`src/rtl/esaxi_rd_beat_gen.sv`:
```
// esaxi_rd_beat_gen: issues one eMesh read per AXI beat under a credit limit and returns
// responses in order through a registered FIFO. Define ESAXI_RD_TIMEOUT_EN for the response timeout.
module esaxi_rd_beat_gen #(
  parameter int unsigned MAX_OUTSTANDING = 4,
  parameter logic [31:0] SRC_ADDR        = 32'h810F_0000,
  parameter int unsigned TIMEOUT_CYCLES  = 255
) (
  input  logic        clk,
  input  logic        s_axi_aresetn,
  input  logic        tx_ractive,
  input  logic [31:0] tx_araddr,
  input  logic [7:0]  tx_arlen,
  input  logic [2:0]  tx_arsize,
  input  logic [1:0]  tx_arburst,
  input  logic        beat_ack,
  output logic        emrq_access,
  output logic [1:0]  emrq_datamode,
  output logic [31:0] emrq_dstaddr,
  output logic [31:0] emrq_srcaddr,
  input  logic        emrq_wait,
  input  logic        emrr_access,
  input  logic [31:0] emrr_data,
  output logic        read_valid,
  output logic [7:0]  read_data_7_0,
  output logic [15:0] read_data_15_0,
  output logic [31:0] read_data_31_0,
  output logic [1:0]  read_resp,
  output logic        rr_unexpected
);

  localparam int unsigned AW = $clog2(MAX_OUTSTANDING);
  localparam int unsigned CW = AW + 1;
  localparam logic [CW:0] MAX_SUM = (CW+1)'(MAX_OUTSTANDING);

  if (MAX_OUTSTANDING < 2 || MAX_OUTSTANDING > 16 ||
      (MAX_OUTSTANDING & (MAX_OUTSTANDING - 1)) != 0) begin : g_bad_depth
    $error("MAX_OUTSTANDING must be a power of 2 in 2..16");
  end
  if (TIMEOUT_CYCLES < 1) begin : g_bad_timeout
    $error("TIMEOUT_CYCLES must be at least 1");
  end

  typedef enum logic [1:0] {
    S_IDLE  = 2'd0,
    S_ISSUE = 2'd1,
    S_DRAIN = 2'd2
  } state_t;

  state_t         state_q, state_d;
  logic           tx_ractive_q, tx_ractive_d;
  logic [31:0]    addr_q, addr_d;
  logic [1:0]     burst_q, burst_d;
  logic [1:0]     datamode_q, datamode_d;
  logic [8:0]     beats_left_q, beats_left_d;
  logic           aborted_q, aborted_d;
  logic           start_pending_q, start_pending_d;
  logic [CW-1:0]  outstanding_q, outstanding_d;
  logic [CW-1:0]  fifo_count_q, fifo_count_d;
  logic [AW-1:0]  wr_ptr_q, wr_ptr_d;
  logic [AW-1:0]  rd_ptr_q, rd_ptr_d;
  logic [33:0]    mem_q [MAX_OUTSTANDING];
  logic [33:0]    mem_d [MAX_OUTSTANDING];
  logic           emrq_access_q, emrq_access_d;
  logic           read_valid_q, read_valid_d;
  logic [33:0]    head_q, head_d;
  logic           rr_unexpected_q, rr_unexpected_d;

  logic           start_s, fall_s, accept_s, rsp_ok_s, rsp_dec_s;
  logic           push_s, pop_s, timeout_fire_s;
  logic [33:0]    push_entry_s;
  logic [CW:0]    credit_sum_s;

`ifdef ESAXI_RD_TIMEOUT_EN
  localparam int unsigned TW = $clog2(TIMEOUT_CYCLES + 1);
  logic [TW-1:0] to_cnt_q, to_cnt_d;

  // Counts idle cycles while requests are in flight; expiry synthesizes an SLVERR beat.
  always_comb begin
    timeout_fire_s = 1'b0;
    to_cnt_d       = to_cnt_q;
    if (outstanding_q == {CW{1'b0}} || emrr_access) begin
      to_cnt_d = {TW{1'b0}};
    end else if (to_cnt_q == TW'(TIMEOUT_CYCLES - 1)) begin
      timeout_fire_s = 1'b1;
      to_cnt_d       = {TW{1'b0}};
    end else begin
      to_cnt_d = to_cnt_q + TW'(1'b1);
    end
  end

  always_ff @(posedge clk) begin
    if (!s_axi_aresetn) begin
      to_cnt_q <= {TW{1'b0}};
    end else begin
      to_cnt_q <= to_cnt_d;
    end
  end
`else
  assign timeout_fire_s = 1'b0;
`endif

  // Next-state computation for the issue FSM, credit counters and response FIFO.
  always_comb begin
    start_s   = tx_ractive & ~tx_ractive_q;
    fall_s    = ~tx_ractive & tx_ractive_q;
    accept_s  = emrq_access_q & ~emrq_wait;
    rsp_ok_s  = emrr_access & (outstanding_q != {CW{1'b0}});
    rsp_dec_s = rsp_ok_s | timeout_fire_s;
    // Aborted-burst data is dropped, but a timeout entry is always kept so DRAIN can finish.
    push_s    = (rsp_ok_s & ~aborted_q) | timeout_fire_s;
    pop_s     = beat_ack & (fifo_count_q != {CW{1'b0}});
    push_entry_s = timeout_fire_s ? {32'h0000_0000, 2'b10} : {emrr_data, 2'b00};

    tx_ractive_d    = tx_ractive;
    state_d         = state_q;
    addr_d          = addr_q;
    burst_d         = burst_q;
    datamode_d      = datamode_q;
    beats_left_d    = beats_left_q;
    aborted_d       = aborted_q;
    start_pending_d = start_pending_q;
    rr_unexpected_d = rr_unexpected_q | (emrr_access & (outstanding_q == {CW{1'b0}}));

    case ({accept_s, rsp_dec_s})
      2'b10:   outstanding_d = outstanding_q + CW'(1'b1);
      2'b01:   outstanding_d = outstanding_q - CW'(1'b1);
      default: outstanding_d = outstanding_q;
    endcase

    case ({push_s, pop_s})
      2'b10:   fifo_count_d = fifo_count_q + CW'(1'b1);
      2'b01:   fifo_count_d = fifo_count_q - CW'(1'b1);
      default: fifo_count_d = fifo_count_q;
    endcase

    mem_d = mem_q;
    if (push_s) begin
      mem_d[wr_ptr_q] = push_entry_s;
      wr_ptr_d        = wr_ptr_q + AW'(1'b1);
    end else begin
      wr_ptr_d = wr_ptr_q;
    end
    if (pop_s) begin
      rd_ptr_d = rd_ptr_q + AW'(1'b1);
    end else begin
      rd_ptr_d = rd_ptr_q;
    end

    if (accept_s) begin
      beats_left_d = beats_left_q - 9'd1;
      if (burst_q == 2'b01) begin
        addr_d = {addr_q[31:2] + 30'd1, 2'b00};
      end else begin
        addr_d = addr_q;
      end
    end else begin
      beats_left_d = beats_left_q;
    end

    case (state_q)
      S_IDLE: begin
        if (start_s || start_pending_q) begin
          addr_d          = tx_araddr;
          burst_d         = tx_arburst;
          datamode_d      = (tx_arsize > 3'd2) ? 2'd2 : tx_arsize[1:0];
          beats_left_d    = {1'b0, tx_arlen} + 9'd1;
          aborted_d       = 1'b0;
          start_pending_d = 1'b0;
          state_d         = S_ISSUE;
        end else begin
          state_d = S_IDLE;
        end
      end
      S_ISSUE: begin
        if (fall_s) begin
          aborted_d = 1'b1;
          state_d   = S_DRAIN;
        end else if (beats_left_d == 9'd0) begin
          state_d = S_DRAIN;
        end else begin
          state_d = S_ISSUE;
        end
      end
      S_DRAIN: begin
        if (start_s) begin
          start_pending_d = 1'b1;
        end else begin
          start_pending_d = start_pending_q;
        end
        if (outstanding_q == {CW{1'b0}}) begin
          aborted_d = 1'b0;
          state_d   = S_IDLE;
        end else begin
          state_d = S_DRAIN;
        end
      end
      default: begin
        state_d = S_IDLE;
      end
    endcase

    credit_sum_s  = {1'b0, outstanding_d} + {1'b0, fifo_count_d};
    emrq_access_d = (state_d == S_ISSUE) && (beats_left_d != 9'd0) && (credit_sum_s < MAX_SUM);
    read_valid_d  = (fifo_count_d != {CW{1'b0}});
    head_d        = mem_d[rd_ptr_d];
  end

  // State and output registers with synchronous active-low reset.
  always_ff @(posedge clk) begin
    if (!s_axi_aresetn) begin
      state_q         <= S_IDLE;
      tx_ractive_q    <= 1'b0;
      addr_q          <= 32'h0000_0000;
      burst_q         <= 2'b00;
      datamode_q      <= 2'b00;
      beats_left_q    <= 9'd0;
      aborted_q       <= 1'b0;
      start_pending_q <= 1'b0;
      outstanding_q   <= {CW{1'b0}};
      fifo_count_q    <= {CW{1'b0}};
      wr_ptr_q        <= {AW{1'b0}};
      rd_ptr_q        <= {AW{1'b0}};
      mem_q           <= '{default: 34'd0};
      emrq_access_q   <= 1'b0;
      read_valid_q    <= 1'b0;
      head_q          <= 34'd0;
      rr_unexpected_q <= 1'b0;
    end else begin
      state_q         <= state_d;
      tx_ractive_q    <= tx_ractive_d;
      addr_q          <= addr_d;
      burst_q         <= burst_d;
      datamode_q      <= datamode_d;
      beats_left_q    <= beats_left_d;
      aborted_q       <= aborted_d;
      start_pending_q <= start_pending_d;
      outstanding_q   <= outstanding_d;
      fifo_count_q    <= fifo_count_d;
      wr_ptr_q        <= wr_ptr_d;
      rd_ptr_q        <= rd_ptr_d;
      mem_q           <= mem_d;
      emrq_access_q   <= emrq_access_d;
      read_valid_q    <= read_valid_d;
      head_q          <= head_d;
      rr_unexpected_q <= rr_unexpected_d;
    end
  end

  assign emrq_access    = emrq_access_q;
  assign emrq_datamode  = datamode_q;
  assign emrq_dstaddr   = addr_q;
  assign emrq_srcaddr   = SRC_ADDR;
  assign read_valid     = read_valid_q;
  assign read_data_31_0 = head_q[33:2];
  assign read_data_15_0 = head_q[17:2];
  assign read_data_7_0  = head_q[9:2];
  assign read_resp      = head_q[1:0];
  assign rr_unexpected  = rr_unexpected_q;

endmodule
```
`config.mk`:
```
export PLATFORM = sky130hd
export DESIGN_NAME = esaxi_rd_beat_gen
export DESIGN_NICKNAME = d
export VERILOG_FILES = /design/src/rtl/esaxi_rd_beat_gen.sv
export SDC_FILE = /design/constraint.sdc
export NUM_CORES = 1
export LEC_CHECK = 0
export BUFFER_PORTS_ARGS = -buffer_cell sky130_fd_sc_hd__buf_2
export CAP_MARGIN = 20
export CORE_AREA = 2 2 179 181
export DETAILED_ROUTE_END_ITERATION = 6
export DIE_AREA = 0 0 181 183
export PLACE_DENSITY = 0.51
export SLEW_MARGIN = 15
export SYNTH_ARGS = -nofsm -noshare
export SYNTH_HDL_FRONTEND = slang
export SYNTH_SLANG_ARGS = --single-unit
```
`constraint.sdc`:
```
create_clock -name clk -period 4.5 [get_ports clk]
set_input_delay 1.125 -clock clk [delete_from_list [all_inputs] [get_ports clk]]
set_output_delay 1.125 -clock clk [all_outputs]
set_load 0.03 [all_outputs]
```
==> results_dict.tcl <==
set metrics [dict create \
    min_period_over_period 0.755 \
    dr.pass1.iters 5 \
    ys_warn_count 0 \
    swShare 0.391 \
    synth-seq-area-share 0.432 \
    viasPerCell 5.23 \
    fin_crit_ns 3.40 \
    n_fill_cell 3212 \
    place_area_um2 11600 \
    synth_area_leaders "dfxtp_1, nand2_1, a21oi_1, o221ai_1, buf_4" \
    grt_first_pass_wirelength_mm 49.7 \
    start_util 0.346 \
    grt_overflow_total 0 \
    end_kind "flip-flop" \
    die_h_um 183 \
    yosysTopAreaCell "dfxtp_1" \
    hold_viol 0 \
    post_cts_buffers 0 \
    multi_input_area_um2 5370 \
    place.gp.congestion 0.768 \
    worstHoldEndpoint "burst_q[1]$_SDFFE_PN0P_" \
    cts_resized 0 \
    synth_top_area_frac 0.432 \
    crit_arrival_ns 3.87 \
    worstMarginPinSlew_ns 0.873 \
    ant_nets 0 \
    r2r_cells 14 \
    clock-sinks 233 \
    layout_commonest_cell "nand2_1" \
    reg2reg_to "emrq_access$_SDFF_PN0_" \
    die_w_um 181 \
    setup_viol 0 \
    dieArea_um2 33100 \
    drc 0 \
    slew_violations 0 \
    synth-seq-cells 233 \
    vias 9518 \
    core_area_um2 31200 \
    p_leak_nw 4.71 \
    hpwl_mm 18.8 \
    combPwrFrac 0.352 \
    grt_max_degree 173 \
    drt_iter0_drc 575 \
    synth_ff_type "dfxtp_1" \
    syn_inst 1295 \
    holdCritStartpoint "burst_q[1]$_SDFFE_PN0P_" \
    synth_area_um2 10800 \
    tritoncts "done" \
    nets 1494 \
    ioPinCount 210 \
    std_cell_rows 65 \
    p_int_mw 4.48 \
    crit_required_ns 4.97 \
    max_freq_ghz 0.294 \
    fin_setup_tns_ns 0 \
    cts-buffers-inserted 26 \
    io_buffers 177 \
    p_sw_mw 2.88 \
    r2r_slack_ns 1.36 \
    grt_usage 0.185 \
    ys_types 64 \
    max-vdd-ir-drop_v 0.000280 \
    clkTransAtPathRegs_ns 0.06 \
    power_density_nw_per_um2 588 \
    wire_per_inst_um 17.3 \
    worst_setup_path_start_kind "primary input" \
    final_area_um2 12500 \
    dp_slack_ns 0.549 \
    final_cell_mix "nand2_1, dfxtp_1, buf_2" \
    clk_latency_ns 0.53 \
    rsz0062_at_grt "no" \
    ff_latch_area_um2 4660 \
    routed_wl_mm 31.6 \
    hold_buffers 0 \
    layout_setup_ws_ns 1.10 \
    grt_pass1_vias 9048 \
    maxSlewHeadroom 0.418 \
    antenna_found_initial 2 \
    cts_root_buffer "clkbuf_16" \
    rr_startpoint "outstanding_q[0]$_SDFF_PN0_" \
    fin_skew_ns 0.00980 \
    syn_area_per_cell_um2 8.35 \
    critPathKind "primary input to flip-flop" \
    clockBufferDepth 3 \
    seqPwrFrac 0.358 \
    drive_above_1_share 0.193 \
    cap_violations 0 \
    h-tree-depth 1 \
    cp_max_fo 10 \
    async_reset_ff_frac 0 \
    area_growth_pct 15.8 \
    finalPower_mw 7.36 \
    synth_edf_count 0 \
    clockPowerShare 0.290 \
    whs_path_depth 2 \
    postLayoutCoreUtil 0.401 \
    hold_class "flip-flop to flip-flop" \
    status "complete, no violations" \
]
-- power by group through the flow --
stage	Combinational [mW]	Clock [mW]	Sequential (mW)
4_1_cts	2.60	2.19	2.64
3_5_place_dp	2.60	0	2.68
2_1_floorplan	1.64	0	3.01
6_report	2.59	2.14	2.63
3_3_place_gp	2.58	0	2.68
5_1_grt	2.80	2.27	2.68
-- worst max-delay path, cell delays in order --
cell     delay (ns)
buf_2          0.10
o31a_1         0.32
and2_1         0.25
inv_1          0.06
ha_1           0.21
fa_1           0.38
xnor2_1        0.14
nor2_1         0.07
xnor2_1        0.22
inv_1          0.07
ha_1           0.26
or3_1          0.38
a21oi_1        0.13
nand2_1        0.06
nor2_1         0.09
-- per-stage QoR --
step	hold WS (ns)	cells
final	0.452	1821
after global routing	0.469	1819
after CTS	0.453	1819
after detailed placement	0.445	1772
after global placement	0.441	1772
after floorplan	0.432	1325
-- synthesized netlist by cell type, types with 3 or more instances --
master     instances
nand2_1          325
dfxtp_1          233
a21oi_1          153
o221ai_1          82
clkbuf_1          71
buf_4             56
nor2_1            48
a21o_1            32
xnor2_1           22
xor2_1            20
o21ai_0           19
a211oi_1          17
and3_1            17
inv_1             16
nand3_1           16
buf_2             15
nor3_1            15
o221ai_2          14
ha_1              11
and2_1            10
buf_6              8
nand4_1            8
a311oi_1           7
or3_1              7
mux2i_1            5
nor2b_1            5
and4_1             4
a221oi_1           3
nand4b_1           3
nor4_1             3
o2111ai_1          3
o21a_1             3
-- routing by layer --
| metal | vias to the layer above | track usage | wire length, um |
|---|---|---|---|
| met3 | 41 | 0.0344 | 2050 |
| met4 | 2 | 0.0449 | 634 |
| met2 | 315 | 0.312 | 14700 |
| met1 | 4484 | 0.246 | 14200 |
| li1 | 4676 | - | - |
| met5 | - | 0 | 7 |
-- area by class of cell --
cell class              instances  share of cell area
diodes                          2            0.000400
inverters                      16             0.00500
well taps                     402              0.0402
clock inverters                 7             0.00480
flip-flops and latches        233               0.373
repair buffers                197              0.0838
multi-input cells             924               0.429
clock buffers                  40              0.0643
-- sequential cells by signal, summed over array words and instances, names as in the netlist --
register,flops
aborted_q,1
read_valid,1
emrq_access,1
emrq_dstaddr,32
emrq_datamode,2
rd_ptr_q,2
start_pending_q,1
head_q,34
rr_unexpected,1
state_q,2
wr_ptr_q,2
beats_left_q,9
tx_ractive_q,1
fifo_count_q,3
burst_q,2
mem_q,136
outstanding_q,3
-- logic make-up (layout without fill, tap and decap cells) --
group,count (synthesis),count (layout),synth area share
AOI/OAI and AO/OA,347,347,0.225
xor gates and xnor gates,44,44,0.0381
adders and majority gates,13,13,0.0164
buffers and inverters,168,260,0.0851
DFF,233,233,0.432
muxes,7,7,0.00671
other,2,34,0.000695
and+or+nand+nor,481,481,0.196
-- how the worst max path moves through the flow --
stage | end | start | slack, ns
global placement | emrq_access$_SDFF_PN0_ | emrr_access | 0.55
CTS | emrq_access$_SDFF_PN0_ | emrr_access | 1.11
global route | emrq_access$_SDFF_PN0_ | emrr_access | 0.86
detailed placement | emrq_access$_SDFF_PN0_ | emrr_access | 0.55
finish | emrq_access$_SDFF_PN0_ | emrr_access | 1.10
floorplan | emrq_access$_SDFF_PN0_ | emrr_access | 0.93
(Power assumes the default switching activity.)
